`config.mk`:
```
export PLATFORM = sky130hd
export DESIGN_NAME = multi_ch_serial_out
export DESIGN_NICKNAME = d
export VERILOG_FILES = /design/src/rtl/multi_ch_serial_out.sv
export SDC_FILE = /design/constraint.sdc
export NUM_CORES = 1
export LEC_CHECK = 0
export BUFFER_PORTS_ARGS = -buffer_cell sky130_fd_sc_hd__buf_2
export CORE_MARGIN = 1
export CORE_UTILIZATION = 30
export CTS_CLUSTER_DIAMETER = 40
export DETAILED_ROUTE_END_ITERATION = 12
export PLACE_DENSITY_LB_ADDON = 0.12
export SYNTH_ARGS = -nofsm -noshare
export SYNTH_HDL_FRONTEND = slang
export SYNTH_SLANG_ARGS = --single-unit
```
`constraint.sdc`:
```
create_clock -name clk -period 26.8 [get_ports clk]
set_input_delay 2.68 -clock clk [delete_from_list [all_inputs] [get_ports clk]]
set_output_delay 2.68 -clock clk [all_outputs]
set_load 0.02 [all_outputs]
```
`src/rtl/multi_ch_serial_out.sv`:
```
// Multi-channel pattern serializer: each channel shifts out a DATA_BIT pattern LSB first,
// with a per-bit rate select. Define MCSO_GRACEFUL_STOP_EN to let STOP finish the current pattern.
module multi_ch_serial_out #(
    parameter int DATA_BIT = 32,
    parameter int CH_NUM   = 4,
    parameter int FAST_DIV = 4,
    parameter int SLOW_DIV = 16
) (
    input  logic                clk,
    input  logic                rst,
    input  logic                i_cmd_valid,
    output logic                o_cmd_ready,
    input  logic [1:0]          i_cmd_op,
    input  logic [CH_NUM-1:0]   i_cmd_mask,
    input  logic                i_cmd_mode,
    input  logic [DATA_BIT-1:0] i_output_pattern,
    input  logic [DATA_BIT-1:0] i_freq_pattern,
    output logic [CH_NUM-1:0]   o_serial_out,
    output logic [CH_NUM-1:0]   o_bit_tick,
    output logic [CH_NUM-1:0]   o_done_tick,
    output logic [CH_NUM-1:0]   o_busy
);

    localparam int MAX_DIV = (FAST_DIV > SLOW_DIV) ? FAST_DIV : SLOW_DIV;
    localparam int DIV_W   = $clog2(MAX_DIV + 1);
    localparam int CNT_W   = (DATA_BIT > 1) ? $clog2(DATA_BIT) : 1;

    localparam logic [DIV_W-1:0] FAST_LAST = DIV_W'(FAST_DIV - 1);
    localparam logic [DIV_W-1:0] SLOW_LAST = DIV_W'(SLOW_DIV - 1);
    localparam logic [CNT_W-1:0] BIT_LAST  = CNT_W'(DATA_BIT - 1);

    localparam logic [0:0] ST_IDLE = 1'b0;
    localparam logic [0:0] ST_RUN  = 1'b1;

    localparam logic [1:0] OP_LOAD  = 2'd0;
    localparam logic [1:0] OP_START = 2'd1;
    localparam logic [1:0] OP_STOP  = 2'd2;

    // Ready is simply "not in reset", so it is already high at the first edge after release.
    assign o_cmd_ready = ~rst;

    logic cmd_fire;
    assign cmd_fire = i_cmd_valid & o_cmd_ready;

    for (genvar g = 0; g < CH_NUM; g++) begin : g_ch
        logic [DATA_BIT-1:0] sh_out_q,   sh_out_d;
        logic [DATA_BIT-1:0] sh_freq_q,  sh_freq_d;
        logic [DATA_BIT-1:0] act_out_q,  act_out_d;
        logic [DATA_BIT-1:0] act_freq_q, act_freq_d;
        logic [0:0]          state_q,    state_d;
        logic                mode_q,     mode_d;
        logic [CNT_W-1:0]    bit_q,      bit_d;
        logic [DIV_W-1:0]    div_q,      div_d;
        logic                ser_q,      ser_d;

        logic             sel;
        logic [DIV_W-1:0] div_last;
        logic             bit_end;
        logic             pat_end;

        always_comb begin
            // NOTE: every variable gets a default first so no path can infer a latch.
            sh_out_d   = sh_out_q;
            sh_freq_d  = sh_freq_q;
            act_out_d  = act_out_q;
            act_freq_d = act_freq_q;
            state_d    = state_q;
            mode_d     = mode_q;
            bit_d      = bit_q;
            div_d      = div_q;
            ser_d      = ser_q;

            sel      = cmd_fire & i_cmd_mask[g];
            div_last = act_freq_q[bit_q] ? FAST_LAST : SLOW_LAST;
            bit_end  = (state_q == ST_RUN) && (div_q == div_last);
            pat_end  = bit_end && (bit_q == BIT_LAST);

            if (state_q == ST_RUN) begin
                if (!bit_end) begin
                    div_d = div_q + 1'b1;
                end else if (!pat_end) begin
                    bit_d = bit_q + 1'b1;
                    div_d = '0;
                    ser_d = act_out_q[bit_q + 1'b1];
                end else if (mode_q) begin
                    // Repeat: pick up whatever the shadows hold now, no idle gap.
                    act_out_d  = sh_out_q;
                    act_freq_d = sh_freq_q;
                    bit_d      = '0;
                    div_d      = '0;
                    ser_d      = sh_out_q[0];
                end else begin
                    state_d = ST_IDLE;
                    bit_d   = '0;
                    div_d   = '0;
                    ser_d   = 1'b0;
                end
            end

            // Commands override the free-running sequence on the accepting edge.
            if (sel) begin
                case (i_cmd_op)
                    OP_LOAD: begin
                        sh_out_d  = i_output_pattern;
                        sh_freq_d = i_freq_pattern;
                    end
                    OP_START: begin
                        act_out_d  = sh_out_q;
                        act_freq_d = sh_freq_q;
                        mode_d     = i_cmd_mode;
                        state_d    = ST_RUN;
                        bit_d      = '0;
                        div_d      = '0;
                        ser_d      = sh_out_q[0];
                    end
                    OP_STOP: begin
                        if (state_q == ST_RUN) begin
`ifdef MCSO_GRACEFUL_STOP_EN
                            mode_d = 1'b0;
`else
                            state_d = ST_IDLE;
                            bit_d   = '0;
                            div_d   = '0;
                            ser_d   = 1'b0;
`endif
                        end
                    end
                    default: ;
                endcase
            end
        end

        // NOTE: sequential state uses non-blocking assignments only; pattern
        // registers are reset too because a START right after reset must send zeros.
        always_ff @(posedge clk or posedge rst) begin
            if (rst) begin
                sh_out_q   <= '0;
                sh_freq_q  <= '0;
                act_out_q  <= '0;
                act_freq_q <= '0;
                state_q    <= ST_IDLE;
                mode_q     <= 1'b0;
                bit_q      <= '0;
                div_q      <= '0;
                ser_q      <= 1'b0;
            end else begin
                sh_out_q   <= sh_out_d;
                sh_freq_q  <= sh_freq_d;
                act_out_q  <= act_out_d;
                act_freq_q <= act_freq_d;
                state_q    <= state_d;
                mode_q     <= mode_d;
                bit_q      <= bit_d;
                div_q      <= div_d;
                ser_q      <= ser_d;
            end
        end

        assign o_serial_out[g] = ser_q;
        assign o_bit_tick[g]   = bit_end;
        assign o_done_tick[g]  = pat_end;
        assign o_busy[g]       = (state_q == ST_RUN);
    end

endmodule

```
==> run metrics <==
Via Count=13.5k; Post-Syn Nets=1646; GRT Resource Usage Total=0.157; met2 usage=0.236; First DRT Iteration DRCs=647; pre-CTS WS=20.44 ns; crit path DAT=3.72 ns; Pwr per Cell Area=104 nW/um^2; core region area=80400 um^2; DRC viols=0; Final Hold Viols=0; Worst-Margin Slew=1.17 ns; num rows=104; placer congestion estimate=0.749; Fmax=0.156 GHz; crit-path cells=buf_4 -> mux4_2 -> mux2i_1 -> a221oi_1 -> a21oi_2 -> mux2i_2 -> inv_4 -> and2_1 -> buf_2; vias in the first global route=14.4k; htree depth=3; CTS root buffer=clkbuf_16; Starting Density=0.303; share of cells above drive strength 1=0.503; Clock Latency Late Sink=0.64 ns; Vias/cell=4.81; Hold Path Depth=1; I/O pin total=91; minimum clock period=6.40 ns; Sink Count=564; fin. max-slew vios=0; Rel. slew slack=0.218; YS warnings=0; post_cts resized=0; Fillers=7664; Port-buffer cells=90; number of synthesized register bits=564; die height=287 um; HPWL reported at the end of detailed placement=39.9 mm; outcome=completed; synthesis-to-finish area growth=20.9%; CTS Buf Count=102; total grt overflow=0; unrepaired setup endpoints after global routing=no; Tcrit/Tclk final=0.239; Hold Crit Class=reg -> reg; worst vdd ir=0.0000545 V; CTS tree=done; CTS Hold Buffers Added=0; pin count of the biggest net entering global routing=100; Worst-path clk slew=0.05 ns; commonest non-fill, non-tap cell in the layout=dfrtp_1; Critical Path Fanout Max=20; GR Util met3=0.0310; Setup crit end kind=output port; drt first pass iters=4; Post-CTS Setup Repair Bufs=0; Max stage delay cell, worst path=mux4_2; M1 GR Usage=0.225; clock buffer depth=3; die area=82300 um^2; initial antenna violation count=2; critical path buffer and inverter count=3; fin nets=1758; Yosys cell types=53; syn_area_per_cell=15.6 um^2; r2r worst-path depth=11; final setup skew=0.0347 ns; most frequent cells in the layout=dfrtp_1 (562), mux2_2 (448), clkbuf_16 (105); first-pass GRT wire length=95.9 mm; post-synth top area share=0.580; worst setup path class=reg -> out; Post-Synthesis Cells=1556; Antenna Violating Nets Remaining=0; synth top area cells=dfrtp_1 (58%), mux2_2 (21%), mux4_2 (6.3%); required time of the critical path=24.12 ns; Die X=287 um; endpoints failing setup=0; slowest stage delay, CP=0.59 ns; gr busiest metal=met2; post-synthesis sequential area ratio=0.580; max_cap viols=0; DRT Wirelength=62.7 mm; WL/cell=22.3 um; Crit path max-delay family=multiplexers; crit path launch type=register; critical path depth=9; Final WS setup=20.40 ns; total negative slack=0 ns; Leak=0.0133 uW; Synth Cell Area=24300 um^2; area leader, netlist=dfrtp_1
worst register-to-register path, cell delays in order, from the launching register on:
cell,delay [ns]
dfrtp_1,0.31
buf_4,0.52
mux4_2,0.60
mux2i_1,0.32
a221oi_1,0.27
a21oi_2,0.20
mux2i_2,0.38
inv_4,0.13
a31oi_4,0.20
buf_4,0.49
buf_4,0.79
mux2_2,0.46
synth_stat cells, drive strengths merged:
cell	n
dfrtp	564
mux2	521
mux4	68
buf	53
clkbuf	47
mux2i	40
nand2	39
o21ai	26
a21oi	20
ha	16
inv	16
nand3	14
nor2	12
nor2b	12
and2	11
and3	10
a32o	8
nand4	8
a22o	6
a221oi	5
a31oi	5
nor4	5
xor2	5
nand2b	4
o211ai	4
or3	4
a22oi	3
a31o	3
a32oi	3
nor3	3
nor4b	3
o22ai	3
o31ai	3
xnor2	3
o2bb2ai	2
o41ai	2
a211o	1
a21o	1
o21a	1
o32ai	1
or2	1
worst paths after layout:
| path | slack, ns | start | to |
|---|---|---|---|
| worst max-delay path | 20.40 | g_ch[2].bit_q[0]$_DFF_PP0_ | o_done_tick[2] |
| worst min-delay path | 0.48 | g_ch[3].sh_freq_q[2]$_DFFE_PP0P_ | g_ch[3].act_freq_q[2]$_DFF_PP0_ |
| max in group asynchronous | 22.18 | rst | g_ch[1].sh_out_q[15]$_DFFE_PP0P_ |
| worst min register to register | 0.48 | g_ch[3].sh_freq_q[2]$_DFFE_PP0P_ | g_ch[3].act_freq_q[2]$_DFF_PP0_ |
| worst max register to register | 22.01 | g_ch[2].bit_q[0]$_DFF_PP0_ | g_ch[2].act_out_q[31]$_DFF_PP0_ |
| min in group asynchronous | 2.14 | rst | g_ch[0].state_q$_DFF_PP0_ |
sequential cells by signal (all words and copies together) (netlist names):
name and cells:
g_ch.act_freq_q 128, g_ch.act_out_q 128, g_ch.sh_freq_q 128, g_ch.sh_out_q 128, g_ch.bit_q 20, g_ch.div_q 20, g_ch.mode_q 4, g_ch.ser_q 4
g_ch.state_q 4
where the power goes:
part	total, uW	switching [uW]	internal (uW)	leakage (uW)
registers	1200	132	1070	0.00713
clock network	1340	449	894	0.00176
logic	520	225	295	0.00443
metrics by stage:
| stage | area, um^2 | hold WS [ns] | instances | power (uW) | util |
|---|---|---|---|---|---|
| floorplan | 24300 | 0.452 | 1556 | 1570 | - |
| global placement | 25800 | 0.460 | 2624 | 1730 | 0.321 |
| detailed placement | 25800 | 0.469 | 2624 | 1750 | 0.321 |
| CTS | 29400 | 0.483 | 2810 | 3120 | 0.366 |
| global route | 29400 | 0.498 | 2810 | 3220 | 0.366 |
| finish | 29400 | 0.479 | 2811 | 3070 | 0.366 |
layout make-up:
cell class / count / area (um^2) / area share
diodes: 1 / 2.50 / 0.0000851
clock buffers: 130 / 2880 / 0.0979
clock inverters: 56 / 747 / 0.0254
inverters: 16 / 70.1 / 0.00238
multi-input cells: 876 / 9690 / 0.329
flip-flops and latches: 564 / 14100 / 0.480
well taps: 1060 / 1330 / 0.0451
repair buffers: 108 / 586 / 0.0199
cells by family (layout without fill, tap and decap cells):
group,Yosys count,count (layout),synth area share
compound gates,97,97,0.0279
fa+ha+maj,16,16,0.00823
flops,564,564,0.580
other cells,0,1,0
xor+xnor,8,8,0.00288
mux,629,629,0.330
buf+inv,116,310,0.0246
simple gates,126,126,0.0266
layer usage:
metal	vias up	wire, um
met5	-	8
met4	2	1450
met3	99	3210
met2	256	28200
met1	7183	29800
li1	5982	-
(Power assumes the default switching activity.)
